## config.mk

```make
export PLATFORM = sky130hd
export DESIGN_NAME = ulaplus_ports
export DESIGN_NICKNAME = d
export VERILOG_FILES = /design/src/rtl/ulaplus_ports.sv
export SDC_FILE = /design/constraint.sdc
export NUM_CORES = 1
export LEC_CHECK = 0
export CELL_PAD_IN_SITES_DETAIL_PLACEMENT = 1
export CELL_PAD_IN_SITES_GLOBAL_PLACEMENT = 1
export CORE_AREA = 10 10 117 119
export CTS_CLUSTER_DIAMETER = 150
export DETAILED_ROUTE_END_ITERATION = 8
export DIE_AREA = 0 0 127 129
export GPL_TIMING_DRIVEN = 0
export HOLD_SLACK_MARGIN = 0.15
export PLACE_DENSITY_LB_ADDON = 0.05
export SYNTH_ARGS = -nofsm -noshare
export SYNTH_HDL_FRONTEND = slang
export SYNTH_SLANG_ARGS = --single-unit
```

## constraint.sdc

```tcl
create_clock -name clk -period 1.81 [get_ports clk]
set_input_delay 0.2715 -clock clk [delete_from_list [all_inputs] [get_ports clk]]
set_output_delay 0.2715 -clock clk [all_outputs]
set_load 0.05 [all_outputs]
```

## src/rtl/ulaplus_ports.sv

```systemverilog
// ULAplus register/data port controller with a 2-deep palette write FIFO that yields to atm_palwr.
// Optional palette readback through a shadow RAM is enabled by defining ULAPLUS_READBACK_EN.
module ulaplus_ports (
  input  logic        clk,
  input  logic        rst_n,
  input  logic [15:0] a,
  input  logic [7:0]  din,
  input  logic        iowr_s,
  input  logic        iord,
  input  logic        atm_palwr,
  output logic [7:0]  dout,
  output logic        dout_ena,
  output logic        up_ena,
  output logic        up_palwr,
  output logic [5:0]  up_paladdr,
  output logic [7:0]  up_paldata
);

  localparam logic [15:0] REG_PORT = 16'hBF3B;
  localparam logic [15:0] DAT_PORT = 16'hFF3B;

  logic        sel_reg, sel_dat;
  logic [7:0]  regsel;
  logic [13:0] fifo_mem [2];
  logic        rd_ptr, wr_ptr;
  logic [1:0]  count, count_nxt;
  logic        push, pop, pop_mem, store;
  logic [13:0] new_entry, head;
  logic        rd_hit_p0;
  logic [7:0]  rd_data_p0;

  assign sel_reg = (a == REG_PORT);
  assign sel_dat = (a == DAT_PORT);

  // An empty FIFO is bypassed so a write can issue on the very next cycle.
  always_comb begin
    push      = iowr_s && sel_dat && (regsel[7:6] == 2'b00);
    new_entry = {regsel[5:0], din};
    pop       = ((count != 2'd0) || push) && !atm_palwr;
    pop_mem   = pop && (count != 2'd0);
    head      = (count == 2'd0) ? new_entry : fifo_mem[rd_ptr];
    wr_ptr    = rd_ptr ^ count[0];
    store     = push && !((count == 2'd0) && pop) && ((count != 2'd2) || pop);
    count_nxt = count + {1'b0, store} - {1'b0, pop_mem};
  end

  always_ff @(posedge clk) begin
    if (store) fifo_mem[wr_ptr] <= new_entry;
  end

  always_ff @(posedge clk or negedge rst_n) begin
    if (!rst_n) begin
      regsel     <= 8'h00;
      up_ena     <= 1'b0;
      count      <= 2'd0;
      rd_ptr     <= 1'b0;
      up_palwr   <= 1'b0;
      up_paladdr <= 6'd0;
      up_paldata <= 8'h00;
    end else begin
      if (iowr_s && sel_reg) regsel <= din;
      if (iowr_s && sel_dat && (regsel[7:6] == 2'b01)) up_ena <= din[0];
      count    <= count_nxt;
      if (pop_mem) rd_ptr <= ~rd_ptr;
      up_palwr <= pop;
      if (pop) begin
        up_paladdr <= head[13:8];
        up_paldata <= head[7:0];
      end
    end
  end

`ifdef ULAPLUS_READBACK_EN
  logic [7:0] shadow [64];

  always_ff @(posedge clk) begin
    if (pop) shadow[head[13:8]] <= head[7:0];
  end
`endif

  // Read stage p0: decode and select; registered onto dout/dout_ena.
  always_comb begin
    rd_hit_p0  = iord && sel_dat;
    rd_data_p0 = 8'hFF;
    case (regsel[7:6])
`ifdef ULAPLUS_READBACK_EN
      2'b00:   rd_data_p0 = shadow[regsel[5:0]];
`else
      2'b00:   rd_data_p0 = 8'hFF;
`endif
      2'b01:   rd_data_p0 = {7'b0, up_ena};
      default: rd_data_p0 = 8'hFF;
    endcase
  end

  always_ff @(posedge clk or negedge rst_n) begin
    if (!rst_n) begin
      dout     <= 8'hFF;
      dout_ena <= 1'b0;
    end else begin
      dout     <= rd_hit_p0 ? rd_data_p0 : 8'hFF;
      dout_ena <= rd_hit_p0;
    end
  end

endmodule

```

# After elaboration in Yosys (flattened, before gate mapping)
# Memory sizes are Yosys's and may differ from the RTL's.
# Index checks and enable logic that the tools add are counted.
[classes]
addsub = 2
n_eq_ne = 4
n_mux = 5
n_bitwise = 2
reduce_logical = 17
[op_table]
columns = ["operator", "count"]
rows = [
  ["$eq A16 B16 Y1 const B", 2],
  ["$mux W8", 2],
  ["$mux W14", 1],
  ["$logic_and A1 B1 Y1", 10],
  ["$logic_not A2 Y1", 2],
  ["$add A2 B1 Y2", 1],
  ["$eq A2 B1 Y1 const B", 1],
  ["$logic_not A1 Y1", 2],
  ["$logic_or A1 B1 Y1", 2],
  ["$mux W1", 2],
  ["$ne A2 B2 Y1 const B", 1],
  ["$reduce_bool A2 Y1", 1],
  ["$sub A2 B1 Y2", 1],
  ["$not A1 Y1", 1],
  ["$xor A1 B1 Y1", 1],
]
[word_totals]
register_bits = 36
ramBits = 28
in_bits = 29
output_inout_bits = 25
wordCells = 40
n_memories = 1
[mem_list]
columns = ["memory", "words", "word_bits", "read_ports", "rd_ports_with_merged_regs", "wr", "line_no", "rtl"]
rows = [
  ["fifo_mem", 2, 14, 1, 0, 1, "24", "logic [13:0] fifo_mem [2];"],
]

# Logic depth before layout (Yosys ltp)
# Gate-level depths: netlist of the first run.
[logic_depth]
depth_word = 11
mapped_depth = 9
mapped_depth_nobuf = 9

# Worst setup path before layout of the first run
# No wires, ideal clock.
[synth_path]
kind = "flip-flop to flip-flop"
from = "register rd_ptr"
to = "memory fifo_mem[0][0], enable pin"
setup_time_ns = 0.384
arrival_time_ns = 1.576
t_required_ns = 1.426
path_slack_ns = -0.151
path_stages_with_launch = 6
n_path_buf = 2
synth_period_minus_slack_ns = 1.961
path_cell_list = "dfrtp_1 -> buf_4 -> buf_2 -> nor3_1 -> a21oi_1 -> nor2_1"
[synth_between]
elab_chain_cells = 1
[synth_lines]
columns = ["element", "line_no", "rtl"]
rows = [
  ["start: declaration", "25", "logic rd_ptr, wr_ptr;"],
  ["start signal: assignment", "64", "if (pop_mem) rd_ptr <= ~rd_ptr;"],
  ["$xor A1 B1 Y1", "42", "wr_ptr = rd_ptr ^ count[0];"],
  ["end: declaration", "24", ""],
]
# No other way between the ends.

# Worst setup path after layout of the first run
[layout_path]
from = "register up_paldata[3]"
to = "output up_paldata[3]"
[layout_rtl]
columns = ["element", "line_no", "rtl"]
rows = [
  ["start: declaration", "16", "output logic [7:0] up_paldata"],
  ["start signal: assignment", "68", "up_paldata <= head[7:0];"],
]
# No word-level cell between the ends.

==> results of run 1 <==
==> per-stage QoR <==
step | hold slack, ps | area [um^2] | util [%] | std cells | total power (uW)
2_1_floorplan | -24.09 | 2768 | - | 209 | 2655
4_1_cts | 344.0 | 3864 | 34.13 | 430 | 4959
6_report | 344.7 | 3904 | 34.48 | 434 | 4895
5_1_grt | 380.1 | 3904 | 34.48 | 434 | 5163
3_3_place_gp | 447.6 | 3467 | 30.63 | 404 | 3182
3_5_place_dp | 427.4 | 3482 | 30.76 | 405 | 3200
==> cells by family (layout without fill, tap and decap cells) <==
family	count (synthesis)	after routing	share of synthesized area, %
buffers and inverters	49	131	8.905
XOR/XNOR	4	4	1.266
adder cells (fa/ha/maj)	2	2	0.9040
flip-flops	58	58	57.59
multiplexers	24	24	8.815
AO/OA/AOI/OAI	45	45	14.47
AND/OR/NAND/NOR	27	27	8.048
==> how the worst max path moves through the flow <==
stage | end | slack (ps) | startpoint
6_report | up_paldata[3] | 50 | up_paldata[3]$_DFFE_PN0N_
5_1_grt | count[1]$_DFF_PN0_ | -40 | count[1]$_DFF_PN0_
4_1_cts | up_paladdr[2] | 2 | up_paladdr[2]$_DFFE_PN0N_
3_5_place_dp | fifo_mem[1][3]$_DFFE_PP_ | -930 | a[15]
3_3_place_gp | fifo_mem[0][11]$_DFFE_PP_ | -1320 | a[15]
2_1_floorplan | fifo_mem[0][0]$_DFFE_PP_ | -150 | rd_ptr$_DFFE_PN0P_
==> area by class of cell <==
class | count | area, um^2
Multi-Input combinational cell | 102 | 965.9
Sequential cell | 58 | 1595
Timing Repair Buffer | 67 | 620.6
Fill cell | 1259 | 7417
Clock buffer | 14 | 264.0
Tap cell | 143 | 178.9
Clock inverter | 2 | 35.03
Inverter | 31 | 116.4
Buffer | 17 | 127.6
==> cells in the mapped netlist, drive strengths merged, types with 2 or more instances <==
cell,number
a211oi,28
a21oi,2
a22o,14
and2,2
buf,17
dfrtp,28
dfstp,2
edfxtp,28
ha,2
inv,31
mux2,3
mux2i,21
nand3,2
nand4,3
nand4b,2
nor2,7
nor3,2
nor4,2
or2,2
xnor2,3
==> power groups by stage <==
stage | clock network, uW | registers, uW | logic (uW)
2_1_floorplan | 0 | 2000 | 659
3_3_place_gp | 0 | 1670 | 1510
3_5_place_dp | 0 | 1680 | 1520
4_1_cts | 1760 | 1660 | 1540
5_1_grt | 1820 | 1670 | 1670
6_report | 1710 | 1650 | 1530
==> flip-flops by register name, summed over array words and instances, names as in the netlist <==
| signal | cells |
|---|---|
| dout | 2 |
| up_paladdr | 6 |
| count | 2 |
| rd_ptr | 1 |
| fifo_mem | 28 |
| dout_ena | 1 |
| up_palwr | 1 |
| regsel | 8 |
| up_ena | 1 |
| up_paldata | 8 |
==> timing repair <==
| action | in CTS | in global routing |
|---|---|---|
| pin swaps | 10 | 6 |
| resized for setup | 45 | 19 |
| hold buffers | 1 | 0 |
| buffers inserted | 8 | 5 |
| hold endpoints to repair | 28 | 0 |
| endpoints found under the setup margin | 56 | 38 |
==> cell usage in the layout, fill, tap and decap left out, types with 5 or more instances in the layout <==
cell / instances
a211oi_1: 18
a211oi_2: 10
a22o_1: 14
buf_4: 21
clkbuf_16: 9
clkbuf_2: 5
clkdlybuf4s50_1: 13
dfrtp_1: 27
dlygate4sd2_1: 21
dlymetal6s2s_1: 8
edfxtp_1: 28
inv_1: 31
mux2i_1: 21
==> layer usage <==
metal	wire, um	global-route usage, %	vias up
li1	-	-	912
met1	3536	11.90	953
met2	4232	18.56	22
met3	251	2.957	8
met4	78	2.813	0
met5	0	0	-
==> results, run 1 <==
- The run finished with clean final reports.
- The residual antenna-violating net count after detailed routing is 0.
- The number of antenna violations at the first check in global routing is 0.
- The signal on the critical path passes through clkdlybuf4s50_1.
- For this run, the leading register cell type out of synthesis is edfxtp_1.
- The fraction of layout instances using a drive strength above 1 is 27.84%.
- Clock-pin slew was measured on the worst setup and hold paths at 50 ps.
- The largest clock skew in the final design is 6.358 ps.
- The worst setup path is captured at a primary output.
- Setup repair after global routing could not meet its margin everywhere.
- The analysis attributes to net switching a power of 1642 uW.
- The worst setup path is of the flop to primary output kind.
- The share of total power in combinational logic is 31.3%.
- The worst hold path passes through 3 cells.
- The startpoint kind of the worst setup timing path is a flop.
- In the post-synthesis netlist, the biggest area contributors are edfxtp_1 (30%), dfrtp_1 (25%), mux2i_1 (7.6%), a211oi_1 (4.9%), a211oi_2 (4.5%).
- Of all nets on the critical path, the largest fanout is 3.
- The vias per cell is 4.366.
- The worst hold path terminates at dout[6]$_DFF_PN1_.
- Synthesis produced a netlist with a net count of 240.
- Registers are responsible for 33.7% of the overall power.
- The hold path startpoint is a[7].
- During placement, the flow inserted port buffers numbering 52.
- The worst path in the final design needs a cycle of 1761 ps, including I/O delays and setup.
- The cell with the largest stage delay on the worst path is clkdlybuf4s50_1.
- The die is 127 um wide.
- Clock tree synthesis found a total of 58 sinks.
- The number of nets in the finished design is 317.
- The number of slew-limit violations in the final report came to 0.
- Synthesis inferred 58 register bits.
- The internal power of the cells totals 3253 uW.
- Of the total power, the clock network draws 35.0%.
- The wire length per cell is 18.66 um.
- The per-instance average area after synthesis is 13.24 um^2.
- The top-area cell type share of the netlist area is 30.38%.
- The total negative slack is 0 ps.
- The reg2reg setup slack is 50 ps.
- The path depth of the worst reg2reg path is 8.
- The total vias in the final route is 1895.
- The post-synthesis cell type count is 38.
- Max-cap violations in this run came to 0.
- The maximum VDD drop is 755.3 uV.
- Setup violations remaining at the end of the flow were counted as 0.
- Entering global routing, the biggest net connects 31 pins.
- The first detailed-routing pass took 4 iterations.
- The source-to-sink clock delay at the later pin of the worst-skew pair is 320 ps.
- The tree is rooted in a clkbuf_16.
- The maximum clock insertion buffer count is 2.
- In this run, the number of DRC markers left after iteration 0 of detailed routing was 40.
- The CTS tree is built.
- The number of buffer and inverter instances along the worst setup path is 1.
- The worst register-to-register path ends at count[1]$_DFF_PN0_.
- The number of global-route vias before repair is 2193.
- The startpoint identified for the worst register-to-register timing path is count[1]$_DFF_PN0_.
- The cell count after synthesis is 209.
- The height of the die is 129 um.
- The worst min-delay path class is input pin to flop.
- The congestion estimate from routability-driven global placement came to 0.6745.
- The headroom to the max-slew limit is 44.02%.
- The netlist area before placement is 2768 um^2.
- Compared with the post-synthesis result, the final layout area differs by 41.05%.
- The worst slack at placement is -929.4 ps.
- The largest single stage delay on the critical path is 810 ps.
- During I/O placement, the number of pins put on the boundary was 54.
- Across all setup checks in the final design, the least slack found is 49.30 ps.
- In this run switching power makes up 33.54% of total power.
- The global-route wire length before repair is 12990 um.
- The share of the Yosys chip area taken by registers is 57.59%.
- Power spread over the standard cell area amounts to 1254 nW/um^2.
- The synthesized design contains 28 enable-type register cells.
- Global routing used 10.41% of the available tracks.
- Detailed placement finished with a half-perimeter wire length of 5461 um.
- The biggest area contributor in the post-synthesis netlist is edfxtp_1.
- The worst-margin pin slew is 839.7 ps.
- After layout, the worst path uses 97.28% of the clock period.
- For the worst setup path, the data required time is 1540 ps.
- The antenna diode instance count is 0.
- During synthesis, Yosys emitted a total of 0 warnings.
- The area inside the core boundary is 11320 um^2.
- The count of H-tree levels built during CTS is 3.
- The arrival time of data at the critical path endpoint is 1490 ps.
- The leakage power is 0.001711 uW.
- In this run the number of cells on the critical path is 1.
- The maximum operating frequency is 0.5680 GHz.
- The cell family with the largest share of critical-path delay is buffers and inverters.
- The count of final hold-check violations came to 0.
- The die covers 16380 um^2.
- After synthesis, the share of flip-flops with an asynchronous set or reset is 51.72%.
- The total overflow reported by the global router is 0.
- The remaining routing DRC violations is 0.
- Once the floorplan was initialized, standard cells occupied 24.45% of the core.
- The final wirelength is 8098 um.
- TritonCTS created 9 clock buffers.
- In this run the core area contains 39 standard-cell rows.
No activity file was read; power rests on OpenSTA's default activity.
==> run 2, diff against run 1 <==
--- a/config.mk
+++ b/config.mk
@@ -14,6 +14,7 @@
 export GPL_TIMING_DRIVEN = 0
 export HOLD_SLACK_MARGIN = 0.15
 export PLACE_DENSITY_LB_ADDON = 0.05
+export SLEW_MARGIN = 0
 export SYNTH_ARGS = -nofsm -noshare
 export SYNTH_HDL_FRONTEND = slang
 export SYNTH_SLANG_ARGS = --single-unit
==> results of run 2 <==
Final layout, timing and power as in run 1 (identical DEF).
==> run 3, diff against run 2 <==
--- a/config.mk
+++ b/config.mk
@@ -7,10 +7,10 @@
 export LEC_CHECK = 0
 export CELL_PAD_IN_SITES_DETAIL_PLACEMENT = 1
 export CELL_PAD_IN_SITES_GLOBAL_PLACEMENT = 1
-export CORE_AREA = 10 10 117 119
+export CORE_AREA = 2 2 109 111
 export CTS_CLUSTER_DIAMETER = 150
 export DETAILED_ROUTE_END_ITERATION = 8
-export DIE_AREA = 0 0 127 129
+export DIE_AREA = 0 0 111 113
 export GPL_TIMING_DRIVEN = 0
 export HOLD_SLACK_MARGIN = 0.15
 export PLACE_DENSITY_LB_ADDON = 0.05
==> run 3 against run 2 <==
  * Flip-flop and latch count is the same
  * Clock power rose by 7%
  * Non-clock buffer count rose by 2
  * Critical path depth did not move
  * Global-route usage is 2.7 points higher
  * Fmax decreased by 0.38%
  * Power rose by 2.3%
  * Critical endpoint is now up_ena
  * Clock skew shrank 0.62 ps
  * Via count rose by 2.1%
==> results, run 3 (same netlist as run 1, synthesis figures left out) <==
- The number of buffers inserted by port buffering is 52 (unchanged).
- The wire length per cell came to 17.27 um (-7.5%).
- The length of the first detailed-routing pass in iterations came to 4 (unchanged).
- The post-detailed-placement half-perimeter wirelength is 5070 um (-7.2%).
- The total overflow reported by the global router is 0 (unchanged).
- The arrival time of data at the critical path endpoint came to 1500 ps (about the same).
- The worst setup path is of the flop to primary output kind.
- The worst-margin pin slew is 808.4 ps (-31.32 ps).
- The CTS tree is built.
- In this run the critical register-to-register path is captured at count[1]$_DFF_PN0_.
- The clock sink total is 58 (unchanged).
- The number of DRC markers in iteration 0 is 36 (-10%).
- The instance count after placement with tap cells included came to 405 (unchanged).
- The hold path startpoint is a[7].
- The headroom to the max-slew limit was 46.11% (+2.1 points).
- The count of filler cells inserted in the layout is 1213 (-3.7%).
- The remaining routing DRC violations was 0 (unchanged).
- The portion of the clock cycle consumed by the worst path in the final layout was 97.65% (+0.37 points).
- Traced cell by cell, the critical path runs through clkdlybuf4s50_1.
- The residual antenna-violating net count after detailed routing is 0 (unchanged).
- The min-delay analysis places its worst path in the category input pin to flop.
- The cell area power density was 1268 nW/um^2 (+1.1%).
- The number of CTS-inserted buffers came to 9 (unchanged).
- The fraction of layout instances using a drive strength above 1 is 29.35% (+1.5 points).
- The path depth of the worst reg2reg path came to 8 (unchanged).
- The delay of the slowest critical-path stage is 810 ps (about the same).
- The number of setup violations in the final report is 0 (unchanged).
- The number of placed I/O pins was 54 (unchanged).
- The worst hold path terminates at dout[6]$_DFF_PN1_.
- The endpoint kind of the worst setup timing path is a primary output.
- The critical register-to-register path startpoint is regsel[7]$_DFFE_PN0P_.
- The floorplan row count is 39 (unchanged).
- The number of buffer and inverter instances along the worst setup path was 1 (unchanged).
- The reported max-cap violation count came to 0 (unchanged).
- The area inside the core boundary came to 11270 um^2 (-0.43%).
- The total vias in the final route is 1935 (+2.1%).
- The cell family with the largest share of critical-path delay is buffers and inverters.
- The count of H-tree levels built during CTS is 3 (unchanged).
- The vias per cell is 4.438 (+1.6%).
- The combined global-route utilization of all metal layers is 13.14% (+2.7 points).
- The count of final hold-check violations is 0 (unchanged).
- The reg2reg setup slack is 70 ps (+20 ps).
- The number of cells on the worst hold path came to 3 (unchanged).
- The root buffer cell is clkbuf_16.
- The largest net degree at the start of global routing came to 31 (unchanged).
- The run finished with clean final reports.
- The height of the die came to 113 um (-12%).
- The clock transition at the register clock pins on the worst setup and hold paths after CTS is 50 ps (about the same).
- The largest registers in the layout are fifo_mem (28), regsel (8), up_paldata (8).
- More flip-flops sit in one register than any other, and that register is fifo_mem.
- The non-filler instance count after layout is 436 (+0.46%).
- The required time at the worst-slack endpoint is 1540 ps (about the same).
- The starting density of the core was 24.55% (+0.11 points).
- Setup repair after global routing could not meet its margin everywhere.
- The area of the multi-input gates came to 970.9 um^2 (+0.52%).
- The sequential cell area in the final layout is 1598 um^2 (+0.16%).
- The area growth from synthesis to layout is 42.72%.
- The worst slack at placement is -937.4 ps (-8.032 ps).
- The maximum operating frequency is 0.5658 GHz (-0.38%).
- The largest clock skew in the final design is 5.734 ps (-0.6237 ps).
- The flip-flop count of the largest register after layout is 28 (unchanged).
- The global placement routability congestion is 0.6939 (+2.9%).
- The die width is 111 um (-13%).
- The maximum VDD drop was 429.1 uV (-43%).
- STA classifies the critical path startpoint as a flop.
- The antenna diode instance count is 0 (unchanged).
- The global-route wire length before repair is 12170 um (-6.3%).
- The maximum clock insertion buffer count is 2 (unchanged).
- The leakage power was 0.001729 uW (+1.0%).
- The top fanout value on the critical path is 3 (unchanged).
- The setup slack of the critical path after layout is 42.53 ps (-6.776 ps).
- The clock period minus final worst setup slack is 1767 ps (+6.776 ps).
- In the layout the commonest cells are inv_1 (31), edfxtp_1 (28), dfrtp_1 (25), dlygate4sd2_1 (23), buf_4 (22).
- The critical path depth is 1 (unchanged).
- The number of global-route vias before repair came to 2124 (-3.1%).
- The most common cell after layout, fill and taps aside is inv_1.
- The number of slew-limit violations in the final report is 0 (unchanged).
- The area of the die came to 12540 um^2 (-23%).
- The source-to-sink clock delay at the later pin of the worst-skew pair is 320 ps (about the same).
- The final wirelength was 7529 um (-7.0%).
- The number of nets in the finished design was 319 (+0.63%).
- Among all stages on the critical path, the largest delay is contributed by clkdlybuf4s50_1.
- The number of antenna violations at the first check in global routing came to 0 (unchanged).
==> run 3: cell count changes in the layout (fill, tap and decap cells not counted), sizes merged <==
| cell | change |
|---|---|
| clkinv | +2 |
| buf | +2 |
| bufinv | +1 |
| clkdlybuf4s50 | +1 |
| clkdlybuf4s15 | -3 |
| dlygate4sd2 | +2 |
| clkbuf | -3 |
==> run 3: worst register-to-register path: stages, from the launching register on <==
cell and delay [ps]:
dfrtp_2 440, nor2_4 120, nand4_1 160, a21o_1 200, ha_1 260, inv_1 40
ha_2 170, xnor2_2 130, xnor2_1 120
==> run 3: how the worst max path moves through the flow <==
stage | from | end
final | up_ena$_DFFE_PN0P_ | up_ena
after global routing | regsel[7]$_DFFE_PN0P_ | count[1]$_DFF_PN0_
after CTS | count[0]$_DFF_PN0_ | count[1]$_DFF_PN0_
after detailed placement | a[13] | fifo_mem[1][6]$_DFFE_PP_
after global placement | a[1] | fifo_mem[0][9]$_DFFE_PP_
after floorplan | rd_ptr$_DFFE_PN0P_ | fifo_mem[0][0]$_DFFE_PP_
==> run 3: per-layer routing <==
metal  share of wire (%)  global-route usage (%)
met1                  46                   16.45
met2                  51                   22.17
met3                 2.0                   3.910
met4                0.90                   3.750
met5                   0                       0
==> run 3: repair_timing <==
item | CTS | global route
gates resized for setup | 45 | 21
setup endpoints to repair | 54 | 37
hold endpoints to repair | 28 | 0
pin swaps | 11 | 8
buffers inserted | 7 | 8
hold buffers | 1 | 0
==> run 3: area by class of cell <==
cell class                 instances  area share [%]
sequential                        58           40.45
multi-input combinational        102           24.58
timing repair buffer              69           16.03
clock buffer                      11           6.145
tap                              143           4.530
buffer                            17           3.358
inverter                          31           2.946
clock inverter                     5           1.964
==> run 3: per-stage QoR <==
step / area [um^2] / setup TNS (ps) / utilization, % / total power (uW) / hold WS [ps]
after floorplan: 2768 / -3988 / - / 2655 / -24.09
after global placement: 3467 / -56730 / 30.76 / 3165 / 447.2
after detailed placement: 3482 / -27780 / 30.89 / 3190 / 423.7
after CTS: 3885 / -89.08 / 34.47 / 5049 / 359.8
after global routing: 3950 / -42.44 / 35.04 / 5289 / 395.0
final: 3950 / 0 / 35.04 / 5009 / 369.7
==> run 3: report_power, final <==
group | internal, uW | switching [uW] | total [uW]
logic | 596 | 935 | 1530
registers | 1520 | 124 | 1650
clock network | 1240 | 594 | 1830
total | 3360 | 1650 | 5010
